==> src/rtl/rosetta_pkg.sv <==
// Shared types and constants for the rosetta run controller: FSM state
// encoding, CSR address map and CTRL/STATUS bit positions.
package rosetta_pkg;

    typedef enum logic [1:0] {
        ST_IDLE  = 2'd0,
        ST_ARM   = 2'd1,
        ST_RUN   = 2'd2,
        ST_DRAIN = 2'd3
    } run_state_e;

    localparam logic [2:0] ADDR_CTRL   = 3'd0;
    localparam logic [2:0] ADDR_STATUS = 3'd1;
    localparam logic [2:0] ADDR_BOUND  = 3'd2;
    localparam logic [2:0] ADDR_CYCLES = 3'd3;
    localparam logic [2:0] ADDR_RUNS   = 3'd4;

    localparam int CTRL_START_BIT   = 0;
    localparam int CTRL_ABORT_BIT   = 1;
    localparam int CTRL_IRQ_EN_BIT  = 2;

    localparam int STATUS_BUSY_BIT  = 0;
    localparam int STATUS_DONE_BIT  = 1;
    localparam int STATUS_ABORT_BIT = 2;

    function automatic logic [15:0] sat_inc16(input logic [15:0] v);
        return (v == 16'hFFFF) ? v : v + 16'd1;
    endfunction

endpackage

==> src/rtl/rosetta_run_ctrl_if.sv <==
// CSR bus and memory host-port handshake of the rosetta run controller.
// master = CPU/host side, slave = run controller.
interface rosetta_run_ctrl_if #(
    parameter int NUM_MEM = 6
) ();
    logic               csr_cs;
    logic               csr_r;
    logic               csr_w;
    logic [2:0]         csr_addr;
    logic [31:0]        csr_wdata;
    logic [31:0]        csr_rdata;
    logic               csr_rvalid;
    logic [NUM_MEM-1:0] host_req;
    logic [NUM_MEM-1:0] host_waitreq;
    logic               host_sel;

    modport master (
        output csr_cs, csr_r, csr_w, csr_addr, csr_wdata, host_req,
        input  csr_rdata, csr_rvalid, host_waitreq, host_sel
    );

    modport slave (
        input  csr_cs, csr_r, csr_w, csr_addr, csr_wdata, host_req,
        output csr_rdata, csr_rvalid, host_waitreq, host_sel
    );
endinterface

==> src/rtl/rosetta_run_fsm.sv <==
// Run sequencing FSM (IDLE/ARM/RUN/DRAIN) with the drain cycle counter.
// Emits single-cycle transition events consumed by the CSR/status logic.
module rosetta_run_fsm
    import rosetta_pkg::*;
#(
    parameter int DRAIN_CYC = 4
) (
    input  logic       clk,
    input  logic       rst,
    input  logic       start_go,
    input  logic       abort_go,
    input  logic       core_done,
    output run_state_e cur_state,
    output logic       core_rst,
    output logic       run_state,
    output logic       host_sel,
    output logic       arm_evt,
    output logic       done_evt,
    output logic       abort_evt,
    output logic       finish_evt
);

    run_state_e state_reg, state_next;
    logic [3:0] drain_cnt_reg, drain_cnt_next;

    always_ff @(posedge clk) begin
        if (!rst) begin
            state_reg     <= ST_IDLE;
            drain_cnt_reg <= 4'd0;
        end else begin
            state_reg     <= state_next;
            drain_cnt_reg <= drain_cnt_next;
        end
    end

    always_comb begin
        state_next     = state_reg;
        drain_cnt_next = drain_cnt_reg;
        case (state_reg)
            ST_IDLE:  if (start_go) state_next = ST_ARM;
            ST_ARM:   state_next = ST_RUN;
            ST_RUN: begin
                if (core_done || abort_go) begin
                    state_next     = ST_DRAIN;
                    drain_cnt_next = 4'(DRAIN_CYC - 1);
                end
            end
            ST_DRAIN: begin
                // Counter holds the number of DRAIN cycles still to follow.
                if (drain_cnt_reg == 4'd0) state_next = ST_IDLE;
                else                       drain_cnt_next = drain_cnt_reg - 4'd1;
            end
            default:  state_next = ST_IDLE;
        endcase
    end

    always_comb begin
        cur_state  = state_reg;
        core_rst   = (state_reg != ST_RUN);
        run_state  = (state_reg != ST_IDLE);
        host_sel   = (state_reg == ST_IDLE);
        arm_evt    = (state_reg == ST_IDLE) && start_go;
        done_evt   = (state_reg == ST_RUN) && core_done;
        abort_evt  = (state_reg == ST_RUN) && abort_go && !core_done;
        finish_evt = (state_reg == ST_DRAIN) && (drain_cnt_reg == 4'd0);
    end

endmodule

==> src/rtl/rosetta_run_ctrl.sv <==
// Run controller top: CSR decode, status/irq flags, run counter and host
// memory gating. Optional cycle counter at CSR 3 built with ROSETTA_PERF_CNT_EN.
module rosetta_run_ctrl
    import rosetta_pkg::*;
#(
    parameter int                 NUM_MEM   = 6,
    parameter int                 BOUND_W   = 7,
    parameter logic [BOUND_W-1:0] BOUND_RST = '1,
    parameter int                 DRAIN_CYC = 4
) (
    input  logic               clk,
    input  logic               rst,
    rosetta_run_ctrl_if.slave  bus,
    output logic               core_rst,
    input  logic               core_done,
    output logic               state,
    output logic [BOUND_W-1:0] bound_info,
    output logic               irq
);

    logic       wr_acc, rd_acc, ctrl_wr, status_wr, bound_wr;
    logic       start_go, abort_go;
    logic       arm_evt, done_evt, abort_evt, finish_evt;
    logic       host_sel_int;
    run_state_e fsm_state;

    logic               irq_en_reg, irq_en_next;
    logic               done_reg, done_next;
    logic               aborted_reg, aborted_next;
    logic               run_done_reg, run_done_next;
    logic               irq_reg;
    logic [15:0]        runs_reg;
    logic [BOUND_W-1:0] bound_reg;
    logic               rvalid_reg;
    logic [31:0]        rdata_reg, rd_mux;
    logic [31:0]        cyc_val;
    logic               unused_wdata;

    assign wr_acc    = bus.csr_cs && bus.csr_w && !bus.csr_r;
    assign rd_acc    = bus.csr_cs && bus.csr_r && !bus.csr_w;
    assign ctrl_wr   = wr_acc && (bus.csr_addr == ADDR_CTRL);
    assign status_wr = wr_acc && (bus.csr_addr == ADDR_STATUS);
    assign bound_wr  = wr_acc && (bus.csr_addr == ADDR_BOUND);
    // Abort in the same write suppresses the start.
    assign start_go  = ctrl_wr && bus.csr_wdata[CTRL_START_BIT] && !bus.csr_wdata[CTRL_ABORT_BIT];
    assign abort_go  = ctrl_wr && bus.csr_wdata[CTRL_ABORT_BIT];
    assign unused_wdata = ^bus.csr_wdata;

    rosetta_run_fsm #(.DRAIN_CYC(DRAIN_CYC)) u_fsm (
        .clk        (clk),
        .rst        (rst),
        .start_go   (start_go),
        .abort_go   (abort_go),
        .core_done  (core_done),
        .cur_state  (fsm_state),
        .core_rst   (core_rst),
        .run_state  (state),
        .host_sel   (host_sel_int),
        .arm_evt    (arm_evt),
        .done_evt   (done_evt),
        .abort_evt  (abort_evt),
        .finish_evt (finish_evt)
    );

    assign bus.host_sel = host_sel_int;

    for (genvar gi = 0; gi < NUM_MEM; gi++) begin : g_wait
        assign bus.host_waitreq[gi] = bus.host_req[gi] && !host_sel_int;
    end

    always_comb begin
        irq_en_next   = irq_en_reg;
        done_next     = done_reg;
        aborted_next  = aborted_reg;
        run_done_next = run_done_reg;
        if (ctrl_wr) irq_en_next = bus.csr_wdata[CTRL_IRQ_EN_BIT];
        if (status_wr) begin
            if (bus.csr_wdata[STATUS_DONE_BIT])  done_next    = 1'b0;
            if (bus.csr_wdata[STATUS_ABORT_BIT]) aborted_next = 1'b0;
        end
        if (arm_evt) begin
            done_next     = 1'b0;
            aborted_next  = 1'b0;
            run_done_next = 1'b0;
        end
        // run_done survives a STATUS clear so RUNS still counts this run.
        if (done_evt) begin
            done_next     = 1'b1;
            run_done_next = 1'b1;
        end
        if (abort_evt) aborted_next = 1'b1;
    end

    always_ff @(posedge clk) begin
        if (!rst) begin
            irq_en_reg   <= 1'b0;
            done_reg     <= 1'b0;
            aborted_reg  <= 1'b0;
            run_done_reg <= 1'b0;
            irq_reg      <= 1'b0;
            runs_reg     <= 16'd0;
            bound_reg    <= BOUND_RST;
        end else begin
            irq_en_reg   <= irq_en_next;
            done_reg     <= done_next;
            aborted_reg  <= aborted_next;
            run_done_reg <= run_done_next;
            irq_reg      <= irq_en_next && (done_next || aborted_next);
            if (finish_evt && run_done_reg) runs_reg <= sat_inc16(runs_reg);
            if (bound_wr) bound_reg <= bus.csr_wdata[BOUND_W-1:0];
        end
    end

`ifdef ROSETTA_PERF_CNT_EN
    logic [31:0] cyc_reg;

    always_ff @(posedge clk) begin
        if (!rst)                                         cyc_reg <= 32'd0;
        else if (arm_evt)                                 cyc_reg <= 32'd0;
        else if (fsm_state != ST_IDLE && cyc_reg != '1)   cyc_reg <= cyc_reg + 32'd1;
    end

    assign cyc_val = cyc_reg;
`else
    assign cyc_val = 32'd0;
`endif

    always_comb begin
        rd_mux = 32'd0;
        case (bus.csr_addr)
            ADDR_CTRL:   rd_mux[CTRL_IRQ_EN_BIT] = irq_en_reg;
            ADDR_STATUS: begin
                rd_mux[STATUS_BUSY_BIT]  = (fsm_state != ST_IDLE);
                rd_mux[STATUS_DONE_BIT]  = done_reg;
                rd_mux[STATUS_ABORT_BIT] = aborted_reg;
            end
            ADDR_BOUND:  rd_mux = 32'(bound_reg);
            ADDR_CYCLES: rd_mux = cyc_val;
            ADDR_RUNS:   rd_mux = 32'(runs_reg);
            default:     rd_mux = 32'd0;
        endcase
    end

    always_ff @(posedge clk) begin
        if (!rst) begin
            rvalid_reg <= 1'b0;
            rdata_reg  <= 32'd0;
        end else begin
            rvalid_reg <= rd_acc;
            if (rd_acc) rdata_reg <= rd_mux;
        end
    end

    assign bus.csr_rvalid = rvalid_reg;
    assign bus.csr_rdata  = rdata_reg;
    assign bound_info     = bound_reg;
    assign irq            = irq_reg;

endmodule

==> src/flat_wrapper.sv <==
// flat-port wrapper written by rule: the top's interface ports become plain ports
module rosetta_run_ctrl_flat import rosetta_pkg::*;
#(
    parameter int                 NUM_MEM   = 6,
    parameter int                 BOUND_W   = 7,
    parameter logic [BOUND_W-1:0] BOUND_RST = '1,
    parameter int                 DRAIN_CYC = 4
)
  (clk, rst, core_rst, core_done, state, bound_info, irq, bus_csr_cs, bus_csr_r, bus_csr_w, bus_csr_addr, bus_csr_wdata, bus_host_req, bus_csr_rdata, bus_csr_rvalid, bus_host_waitreq, bus_host_sel);
  rosetta_run_ctrl_if #(.NUM_MEM(NUM_MEM)) bus_i ();
  input  logic clk;
  input  logic rst;
  output logic core_rst;
  input  logic core_done;
  output logic state;
  output logic [BOUND_W-1:0] bound_info;
  output logic irq;
  input wire logic [$bits(bus_i.csr_cs)-1:0] bus_csr_cs;
  input wire logic [$bits(bus_i.csr_r)-1:0] bus_csr_r;
  input wire logic [$bits(bus_i.csr_w)-1:0] bus_csr_w;
  input wire logic [$bits(bus_i.csr_addr)-1:0] bus_csr_addr;
  input wire logic [$bits(bus_i.csr_wdata)-1:0] bus_csr_wdata;
  input wire logic [$bits(bus_i.host_req)-1:0] bus_host_req;
  output wire logic [$bits(bus_i.csr_rdata)-1:0] bus_csr_rdata;
  output wire logic [$bits(bus_i.csr_rvalid)-1:0] bus_csr_rvalid;
  output wire logic [$bits(bus_i.host_waitreq)-1:0] bus_host_waitreq;
  output wire logic [$bits(bus_i.host_sel)-1:0] bus_host_sel;
  assign bus_i.csr_cs = bus_csr_cs;
  assign bus_i.csr_r = bus_csr_r;
  assign bus_i.csr_w = bus_csr_w;
  assign bus_i.csr_addr = bus_csr_addr;
  assign bus_i.csr_wdata = bus_csr_wdata;
  assign bus_i.host_req = bus_host_req;
  assign bus_csr_rdata = bus_i.csr_rdata;
  assign bus_csr_rvalid = bus_i.csr_rvalid;
  assign bus_host_waitreq = bus_i.host_waitreq;
  assign bus_host_sel = bus_i.host_sel;
  rosetta_run_ctrl #(.NUM_MEM(NUM_MEM), .BOUND_W(BOUND_W), .BOUND_RST(BOUND_RST), .DRAIN_CYC(DRAIN_CYC)) u_core (.clk(clk), .rst(rst), .bus(bus_i), .core_rst(core_rst), .core_done(core_done), .state(state), .bound_info(bound_info), .irq(irq));
endmodule
==> config.mk <==
export PLATFORM = sky130hd
export DESIGN_NAME = rosetta_run_ctrl_flat
export DESIGN_NICKNAME = d
export VERILOG_FILES = /design/src/rtl/rosetta_pkg.sv /design/src/rtl/rosetta_run_ctrl_if.sv /design/src/rtl/rosetta_run_fsm.sv /design/src/rtl/rosetta_run_ctrl.sv /design/src/flat_wrapper.sv
export SDC_FILE = /design/constraint.sdc
export NUM_CORES = 1
export LEC_CHECK = 0
export ABC_AREA = 1
export BUFFER_PORTS_ARGS = -buffer_cell sky130_fd_sc_hd__buf_2
export CAP_MARGIN = 20
export CORE_MARGIN = 10
export CORE_UTILIZATION = 45
export DETAILED_ROUTE_END_ITERATION = 10
export MAX_ROUTING_LAYER = met4
export PLACE_DENSITY = 0.76
export REMOVE_ABC_BUFFERS = 1
export SLEW_MARGIN = 20
export SYNTH_ARGS = -nofsm -noshare
export SYNTH_HDL_FRONTEND = slang
export SYNTH_HIERARCHICAL = 1
export SYNTH_SLANG_ARGS = --single-unit
==> constraint.sdc <==
create_clock -name clk -period 1.8 [get_ports clk]
set_clock_uncertainty 0.1 [all_clocks]
set_input_delay 0.36 -clock clk [delete_from_list [all_inputs] [get_ports clk]]
set_output_delay 0.36 -clock clk [all_outputs]
set_load 0.1 [all_outputs]
==> results of run 1 <==
==> power by group <==
| group | switching (mW) | internal [mW] |
|---|---|---|
| registers | 0.0530 | 1.21 |
| clock network | 0.371 | 0.450 |
| logic | 1.77 | 0.920 |
| total | 2.19 | 2.58 |
==> worst reg2reg max path, delay by kind of cell, from the launching register on <==
family                   cells  cell delay (ns)
AND/OR/NAND/NOR              6             0.54
buffers and inverters        3             0.38
flip-flops                   1             0.36
adder cells (fa/ha/maj)      1             0.17
==> area by class of cell <==
class | instances | area [µm²] | area share, %
clock inverters | 2 | 35.0 | 0.991
multi-input cells | 298 | 1520 | 42.9
flip-flops and latches | 51 | 1030 | 29.1
repair buffers | 74 | 569 | 16.1
inverters | 55 | 209 | 5.91
clock buffers | 6 | 82.6 | 2.34
well taps | 75 | 93.8 | 2.65
==> layer usage <==
layer | vias up | routed length (µm) | share of wire, % | GRT usage (%)
met5 | - | 0 | 0 | -
met4 | 0 | 92 | 1.3 | 4.19
met3 | 9 | 436 | 6.2 | 4.47
met2 | 74 | 3590 | 51 | 26.2
met1 | 1235 | 2960 | 42 | 15.4
li1 | 1405 | - | - | -
==> repair_timing <==
item	CTS	global route
pin swaps	3	6
resized for setup	18	11
setup buffers	5	0
hold buffers	0	0
cloned	0	1
setup endpoints to repair	9	20
==> logic make-up after synthesis <==
group / after synthesis / share of synthesized area, %
xor gates and xnor gates: 7 / 2.21
adders and majority gates: 7 / 3.16
other: 1 / 0.135
buffers and inverters: 79 / 13.5
DFF: 51 / 36.8
AOI/OAI and AO/OA: 48 / 10.8
and+or+nand+nor: 219 / 33.4
==> how the worst max path moves through the flow <==
stage                     depth (start not counted)                   endpoint  slack, ns                      start
after floorplan                                   3        bus_host_waitreq[0]      -1.14  u_core/u_fsm/cur_state[0]
after CTS                                         5        bus_host_waitreq[5]      -0.04  u_core/u_fsm/cur_state[1]
after global routing                              5        bus_host_waitreq[4]      -0.04  u_core/u_fsm/cur_state[0]
after global placement                           11  u_core/u_fsm/cur_state[0]       0.07                  bus_csr_r
final                                             5        bus_host_waitreq[4]       0.01  u_core/u_fsm/cur_state[0]
after detailed placement                         11  u_core/u_fsm/cur_state[0]      -0.03                  bus_csr_r
==> layout by cell type, fill, tap and decap left out, drive strengths merged <==
| master | n |
|---|---|
| xor2 | 5 |
| o211ai | 6 |
| buf | 74 |
| nand3 | 25 |
| nor2 | 66 |
| ha | 7 |
| bufinv | 1 |
| inv | 54 |
| a22oi | 9 |
| nand3b | 1 |
| o21ai | 12 |
| nand2 | 120 |
| nand4 | 6 |
| conb | 16 |
| dfxtp | 51 |
| xnor2 | 2 |
| a21oi | 22 |
| clkinv | 2 |
| clkbuf | 6 |
| nor3 | 1 |
==> cells in the mapped netlist <==
| library cell | count |
|---|---|
| nand2_1 | 118 |
| nor2_1 | 54 |
| dfxtp_1 | 51 |
| inv_1 | 49 |
| nand3_1 | 25 |
| a21oi_1 | 21 |
| buf_4 | 16 |
| nor2_2 | 11 |
| a22oi_1 | 9 |
| ha_1 | 7 |
| nand4_1 | 6 |
| o211ai_1 | 6 |
| o21ai_0 | 6 |
| inv_2 | 5 |
| xor2_1 | 5 |
| o21ai_1 | 4 |
| clkbuf_1 | 3 |
| buf_1 | 2 |
| buf_6 | 2 |
| nand2_2 | 2 |
| xnor2_1 | 2 |
| a21oi_4 | 1 |
| buf_2 | 1 |
| clkinv_1 | 1 |
| conb_1 | 1 |
| nand3b_1 | 1 |
| nor2_4 | 1 |
| nor3_4 | 1 |
| o21ai_4 | 1 |
==> per-stage QoR <==
step | setup WS (ns) | instances | utilization, % | TNS (ns) | hold slack, ns
2_1_floorplan | -1.14 | 403 | - | -10.08 | 0.339
3_3_place_gp | 0.0711 | 547 | 54.9 | 0 | 0.356
3_5_place_dp | -0.0335 | 547 | 54.9 | -0.0457 | 0.358
4_1_cts | -0.0421 | 560 | 58.7 | -0.135 | 0.165
5_1_grt | -0.0373 | 561 | 59.3 | -0.0997 | 0.170
6_report | 0.00995 | 561 | 59.3 | 0 | 0.175
==> summary.md, run 1 <==
| Metric | Value |
|---|---|
| Crit-path max cell delay | 0.36 ns |
| Starting density of the core | 46.5% |
| Global-route wire length before repair | 11900 µm |
| Ys Warns | 6 |
| Finished Cell Area | 0.00353 mm² |
| Wire per inst | 12.6 µm |
| Crit-path cells | inv_4 > ha_4 > buf_6 > nor2_4 > buf_12 |
| Gr usage total | 14.7% |
| Nets | 539 |
| Post-DRT Antenna Nets | 0 |
| Fillers | 556 |
| Maxcap violations | 0 |
| H-Tree Depth | 2 |
| Final Hold Vio Count | 0 |
| Total CTS buffers | 5 |
| Cell Area, Synth | 0.00277 mm² |
| Setup crit start kind | flip-flop |
| Gpl congestion | 0.889 |
| Iter 0 DRT Violations | 90 |
| Die Span Y | 98.5 µm |
| Clock Path Buffers | 2 |
| Worst vdd ir | 0.00148 V |
| Post-DP Area | 0.00327 mm² |
| RSZ-0062 raised after global routing | true |
| Worst R2R End | u_core/runs_reg[0] |
| CTS tree | yes |
| Post-synth top area share | 36.8% |
| Largest net degree at the start of global routing | 23 |
| Clock slew at reported path FFs | 0.09 ns |
| Vias in the first global route | 2721 |
| Diodes inserted | 0 |
| P per Cell Area | 1350 mW/mm² |
| Status | completed |
| TritonRoute pass-1 iters | 5 |
| Clock tree sinks | 51 |
| Drt via density | 4.85 |
| Reg-to-reg slack, setup | 0.14 ns |
| Cell row count | 28 |
| Distinct cells, synth | 29 |
| CP top delay family | buffers and inverters |
| Post-Route WL | 7080 µm |
| Global route total overflow | 0 |
| Final Cycle Share | 99.4% |
| Clock Latency Late Sink | 0.31 ns |
| Fin crit period | 1.79 ns |
| Input/output buffers | 55 |
| Lkg Pwr | 1.67 nW |
| Tot Pwr | 4.77 mW |
| CP Class | flip-flop to primary output |
| Top Ports | 97 |
| Seq/Total Area, Yosys | 36.8% |
| DIE AREA | 0.00970 mm² |
| Slowest library cell on the worst path | dfxtp_2 |
| Critical R2R Launch | u_core/u_fsm/cur_state[1] |
| Hold Crit Class | input port to flip-flop |
| Die width | 98.5 µm |
| Synth top area cells | dfxtp_1 37%, nand2_1 16%, nor2_1 7.3%, inv_1 6.6%, nand3_1 4.5% |
| Pins Over Slew Limit | 0 |
| Critical path endpoint category | primary output |
| CP required | 1.34 ns |
| Hpwl dp | 5320 µm |
| Root Buffer | clkbuf_8 |
| Final setup vio count | 0 |
| Fmax | 559 MHz |
| Crit path buf inv count | 3 |
| Yosys top cell by area | dfxtp_1 |
| WP data arrival | 1.33 ns |
| R2R depth | 10 |
| CORE AREA | 0.00596 mm² |
| Vias | 2723 |
| Crit Path Max Fanout | 4 |
| Hold_sp | bus_csr_wdata[4] |
| Register bit total from synthesis | 51 |
| Syn Area/Cell | 6.73 µm² |
| WHS Endpoint | u_core/bound_info[4] |
| Syn-to-layout area delta | 27.5% |
| Share of layout cells above drive strength 1 | 25.1% |
| DRC viols | 0 |
| Antenna violations before repair | 0 |
| Syn Inst Count | 412 |
| Worst hold path cell count | 3 |
Note: power is estimated with default switching activity, not from simulation.
==> inputs of run 2 (changes only) <==
--- a/config.mk
+++ b/config.mk
@@ -11,7 +11,6 @@
 export CORE_MARGIN = 10
 export CORE_UTILIZATION = 45
 export DETAILED_ROUTE_END_ITERATION = 10
-export MAX_ROUTING_LAYER = met4
 export PLACE_DENSITY = 0.76
 export REMOVE_ABC_BUFFERS = 1
 export SLEW_MARGIN = 20
==> summary.md, run 2 (synthesized netlist as in run 1, its figures left out) <==
| Metric | Value |
|---|---|
| Status | completed |
| WHS Endpoint | u_core/bound_info[5] |
| Input/output buffers | 55 (unchanged) |
| Post-Route WL | 7100 µm (+0.25%) |
| Hold_sp | bus_csr_wdata[5] |
| Layout Cells excl Fill | 561 (unchanged) |
| Starting density of the core | 46.5% (unchanged) |
| Clock tree sinks | 51 (unchanged) |
| CORE AREA | 0.00596 mm² (unchanged) |
| Fillers | 556 (unchanged) |
| Sequential cell area | 0.00103 mm² (unchanged) |
| Nets | 539 (unchanged) |
| Lkg Pwr | 1.67 nW (about the same) |
| TritonRoute pass-1 iters | 5 (unchanged) |
| Wire per inst | 12.7 µm (+0.25%) |
| Commonest non-fill, non-tap cell in the layout | nand2_1 |
| Worst vdd ir | 0.00148 V (about the same) |
| Hold Crit Class | input port to flip-flop |
| Largest net degree at the start of global routing | 23 (unchanged) |
| Crit Path Max Fanout | 4 (unchanged) |
| P per Cell Area | 1350 mW/mm² (+0.20%) |
| Hpwl dp | 5320 µm (unchanged) |
| Cell row count | 28 (unchanged) |
| Area of the multi-input gates | 0.00152 mm² (unchanged) |
| Top Ports | 97 (unchanged) |
| Vias | 2719 (-0.15%) |
| Critical path endpoint category | primary output |
| Fin crit period | 1.79 ns (+0.000986 ns) |
| Syn-to-layout area delta | 27.5% (unchanged) |
| DIE AREA | 0.00970 mm² (unchanged) |
| Clock slew at reported path FFs | 0.09 ns (about the same) |
| Total CTS buffers | 5 (unchanged) |
| Die width | 98.5 µm (unchanged) |
| Global route total overflow | 0 (unchanged) |
| CTS tree | yes |
| Die Span Y | 98.5 µm (unchanged) |
| Slowest library cell on the worst path | dfxtp_2 |
| Placed insts | 547 (unchanged) |
| Final Cycle Share | 99.5% (about the same) |
| Clock Latency Late Sink | 0.31 ns (about the same) |
| Hold_ws | 0.173 ns (-0.00236 ns) |
| Tot Pwr | 4.78 mW (+0.20%) |
| WP data arrival | 1.33 ns (about the same) |
| Gpl congestion | 0.874 (-1.6%) |
| Reg-to-reg slack, setup | 0.14 ns (about the same) |
| R2R depth | 9 (-1) |
| Drt via density | 4.85 (-0.15%) |
| DRC viols | 0 (unchanged) |
| CP Class | flip-flop to primary output |
| Global-route wire length before repair | 11900 µm (unchanged) |
| Setup TNS Final | 0 ns (unchanged) |
| H-Tree Depth | 2 (unchanged) |
| Hold buffer count at CTS | 0 (unchanged) |
| CP required | 1.34 ns (about the same) |
| Share of layout cells above drive strength 1 | 25.3% (+0.21 points) |
| Fmax | 558 MHz (about the same) |
| Post-DRT Antenna Nets | 0 (unchanged) |
| Crit-path max cell delay | 0.36 ns (about the same) |
| Root Buffer | clkbuf_8 |
| Vias in the first global route | 2728 (+0.26%) |
| Final setup vio count | 0 (unchanged) |
| Critical R2R Launch | u_core/u_fsm/drain_cnt_reg[1] |
| Antenna violations before repair | 0 (unchanged) |
| Setup crit start kind | flip-flop |
| Final Hold Vio Count | 0 (unchanged) |
| Diodes inserted | 0 (unchanged) |
| Gr usage total | 14.4% (-0.37 points) |
| Crit-path cells | inv_4 > ha_4 > buf_6 > nor2_4 > buf_12 |
| RSZ-0062 raised after global routing | true |
| Most frequent cells in the layout | 117 x nand2_1, 48 x dfxtp_1, 47 x nor2_1, 46 x buf_2, 44 x inv_1 |
| Iter 0 DRT Violations | 84 (-6.7%) |
| Worst hold path cell count | 3 (unchanged) |
| Maxcap violations | 0 (unchanged) |
| Pins Over Slew Limit | 0 (unchanged) |
| Worst R2R End | u_core/runs_reg[1] |
| Clock Path Buffers | 2 (unchanged) |
run 2: layer usage:
| layer | track usage, % | vias up | wire [µm] |
|---|---|---|---|
| met4 | 4.19 | 0 | 81 |
| met3 | 5.87 | 10 | 500 |
| met5 | 0 | - | 0 |
| li1 | - | 1405 | - |
| met1 | 14.7 | 1237 | 2960 |
| met2 | 26.2 | 67 | 3560 |
run 2: layout make-up:
cell class / instances / share of cell area, %
multi-input combinational: 298 / 42.9
inverter: 55 / 5.91
clock inverter: 2 / 0.991
clock buffer: 6 / 2.34
sequential: 51 / 29.1
timing repair buffer: 74 / 16.1
tap: 75 / 2.65
run 2: report_power, final:
| group | internal [mW] | switching, mW |
|---|---|---|
| Sequential | 1.21 | 0.0532 |
| Clock | 0.450 | 0.375 |
| Combinational | 0.922 | 1.77 |
| Total | 2.59 | 2.20 |
run 2: how the worst max path moves through the flow:
stage,from,end,cells past startpoint
global placement,bus_csr_r,u_core/u_fsm/cur_state[0],11
CTS,u_core/u_fsm/cur_state[1],bus_host_waitreq[5],5
finish,u_core/u_fsm/cur_state[0],bus_host_waitreq[4],5
global route,u_core/u_fsm/cur_state[0],bus_host_waitreq[4],5
floorplan,u_core/u_fsm/cur_state[0],bus_host_waitreq[0],3
detailed placement,bus_csr_r,u_core/u_fsm/cur_state[0],11
run 2: through the flow:
step	util (%)	area (µm²)	worst slack, ns
global route	59.3	3530	-0.0400
CTS	58.7	3490	-0.0421
finish	59.3	3530	0.00896
global placement	54.9	3270	0.0711
detailed placement	54.9	3270	-0.0335
floorplan	-	2660	-1.14
run 2: timing repair:
action	CTS	global route
setup buffers	5	0
endpoints found under the hold margin	0	0
pin swaps	3	6
setup endpoints to repair	9	20
cloned	0	1
resized for setup	18	12
run 2: worst max-delay path: cells and delay by family (launching register included):
family,cells,cell delay (ns)
and+or+nand+nor,1,0.13
buffers and inverters,3,0.37
DFF,1,0.36
adders and majority gates,1,0.17
==> inputs of run 3 (changes only) <==
--- a/config.mk
+++ b/config.mk
@@ -13,6 +13,7 @@
 export DETAILED_ROUTE_END_ITERATION = 10
 export PLACE_DENSITY = 0.76
 export REMOVE_ABC_BUFFERS = 1
+export SETUP_SLACK_MARGIN = 0.05
 export SLEW_MARGIN = 20
 export SYNTH_ARGS = -nofsm -noshare
 export SYNTH_HDL_FRONTEND = slang
==> summary.md, run 3 (synthesized netlist as in run 1, its figures left out) <==
| Metric | Value |
|---|---|
| Pre-CTS setup slack | -0.0335 ns (unchanged) |
| Critical R2R Launch | u_core/u_fsm/cur_state[1] |
| DIE AREA | 0.00970 mm² (unchanged) |
| Syn-to-layout area delta | 28.7% |
| H-Tree Depth | 2 (unchanged) |
| Status | completed |
| Hold_ws | 0.170 ns (-0.00325 ns) |
| Clock slew at reported path FFs | 0.09 ns (about the same) |
| Nets | 543 (+0.74%) |
| Die width | 98.5 µm (unchanged) |
| TritonRoute pass-1 iters | 4 (-1) |
| Drt via density | 4.88 (+0.64%) |
| Fin crit period | 1.78 ns (-0.0118 ns) |
| Total CTS buffers | 5 (unchanged) |
| Clock tree sinks | 51 (unchanged) |
| Finished Cell Area | 0.00357 mm² (+0.88%) |
| RSZ-0062 raised after global routing | true |
| Post-DP Area | 0.00327 mm² (unchanged) |
| Layout Cells excl Fill | 565 (+0.71%) |
| Commonest non-fill, non-tap cell in the layout | nand2_1 |
| Final Cycle Share | 98.8% (-0.66 points) |
| Cell row count | 28 (unchanged) |
| CTS tree | yes |
| Starting density of the core | 46.5% (unchanged) |
| Hold_sp | bus_csr_wdata[4] |
| Fmax | 562 MHz (+0.66%) |
| CP required | 1.34 ns (about the same) |
| DRC viols | 0 (unchanged) |
| Gr usage total | 14.4% (+0.029 points) |
| Top Ports | 97 (unchanged) |
| Maxcap violations | 0 (unchanged) |
| Post-DRT Antenna Nets | 0 (unchanged) |
| Crit path capture | bus_host_waitreq[2] |
| Internal power | 2.58 mW (-0.32%) |
| Setup TNS Final | 0 ns (unchanged) |
| Final setup vio count | 0 (unchanged) |
| R2R depth | 10 (+1) |
| Post-layout util | 59.9% (+0.53 points) |
| Flop pwr share | 26.7% (+0.2 points) |
| Largest net degree at the start of global routing | 23 (unchanged) |
| Switching share of power | 45.8% (-0.12 points) |
| Clock Latency Late Sink | 0.31 ns (about the same) |
| Vias in the first global route | 2722 (-0.22%) |
| Placed insts | 547 (unchanged) |
| Die Span Y | 98.5 µm (unchanged) |
| CP Class | flip-flop to primary output |
| Final setup margin | 0.0208 ns (+0.0118 ns) |
| Antenna violations before repair | 0 (unchanged) |
| Reg-to-reg slack, setup | 0.13 ns (about the same) |
| Worst R2R End | u_core/runs_reg[1] |
| Clock Path Buffers | 2 (unchanged) |
| Setup crit start kind | flip-flop |
| Clock power frac | 17.3% (about the same) |
| Comb power frac | 55.9% (-0.4 points) |
| Lkg Pwr | 1.70 nW (+2.0%) |
| Post-Route WL | 7210 µm (+1.5%) |
| Hold Crit Class | input port to flip-flop |
| Sw power | 2.18 mW (-0.79%) |
| WP data arrival | 1.32 ns (about the same) |
| Tot Pwr | 4.76 mW (-0.53%) |
| Root Buffer | clkbuf_8 |
| Global-route wire length before repair | 12000 µm (+0.17%) |
| Hold buffer count at CTS | 0 (unchanged) |
| CORE AREA | 0.00596 mm² (unchanged) |
| Global route total overflow | 0 (unchanged) |
| Gpl congestion | 0.874 (unchanged) |
| Diodes inserted | 0 (unchanged) |
| Input/output buffers | 55 (unchanged) |
| Vias | 2756 (+1.4%) |
| CP Launch Point | u_core/u_fsm/cur_state[1] |
| Crit Path Max Fanout | 6 (+2) |
| Worst vdd ir | 0.00164 V (+11%) |
| Iter 0 DRT Violations | 108 (+29%) |
| Wire per inst | 12.8 µm (+0.83%) |
| Final Hold Vio Count | 0 (unchanged) |
| Share of layout cells above drive strength 1 | 26.9% (+1.6 points) |
| P per Cell Area | 1330 mW/mm² (-1.4%) |
| Hpwl dp | 5320 µm (unchanged) |
| Pins Over Slew Limit | 0 (unchanged) |
| Critical path endpoint category | primary output |
| Most frequent cells in the layout | 117 x nand2_1, 49 x dfxtp_1, 46 x buf_2, 46 x nor2_1, 42 x inv_1 |
==> run 3: changes by cell type in the layout (fill, tap and decap cells not counted), sizes merged <==
cell  before  now
buf       74   78
==> run 3: routing by layer <==
layer	track usage, %	vias to the layer above	share of wire (%)
met5	0	-	0
met4	3.97	0	1.5
met3	5.73	12	8.1
met2	26.1	82	51
met1	15.0	1249	40
li1	-	1413	-
==> run 3: layout make-up <==
type,instances,area (µm²)
Timing Repair Buffer,78,591
Sequential cell,51,1030
Tap cell,75,93.8
Multi-Input combinational cell,298,1530
Clock inverter,2,35.0
Inverter,55,211
Clock buffer,6,82.6
Fill cell,549,2390
==> run 3: power by group through the flow <==
stage          Sequential (mW)  Clock (mW)  Combinational (mW)
2_1_floorplan             1.31           0                1.57
3_3_place_gp              1.28           0                2.26
3_5_place_dp              1.29           0                2.29
4_1_cts                   1.26       0.847                2.54
5_1_grt                   1.28       0.889                2.82
6_report                  1.27       0.824                2.66
==> run 3: worst min path at each step <==
stage                                    endpoint  slack (ns)  depth (start not counted)
after floorplan               u_core/run_done_reg        0.34                          2
after global placement    u_core/bus.csr_rdata[2]        0.36                          2
after detailed placement  u_core/bus.csr_rdata[1]        0.36                          2
after CTS                    u_core/bound_info[4]        0.17                          3
after global routing         u_core/bound_info[5]        0.17                          3
final                        u_core/bound_info[4]        0.17                          3
==> run 3: repair_timing <==
action / 4_1_cts / 5_1_grt
setup endpoints to repair: 10 / 22
pin swaps: 2 / 5
resized for setup: 21 / 15
gates cloned: 0 / 1
setup buffers: 4 / 5
==> run 3: worst max-delay path, cell delays in order, from the launching register on <==
cell,delay (ns)
dfxtp_4,0.37
inv_4,0.04
ha_4,0.18
buf_6,0.14
nor2_4,0.10
buf_12,0.18
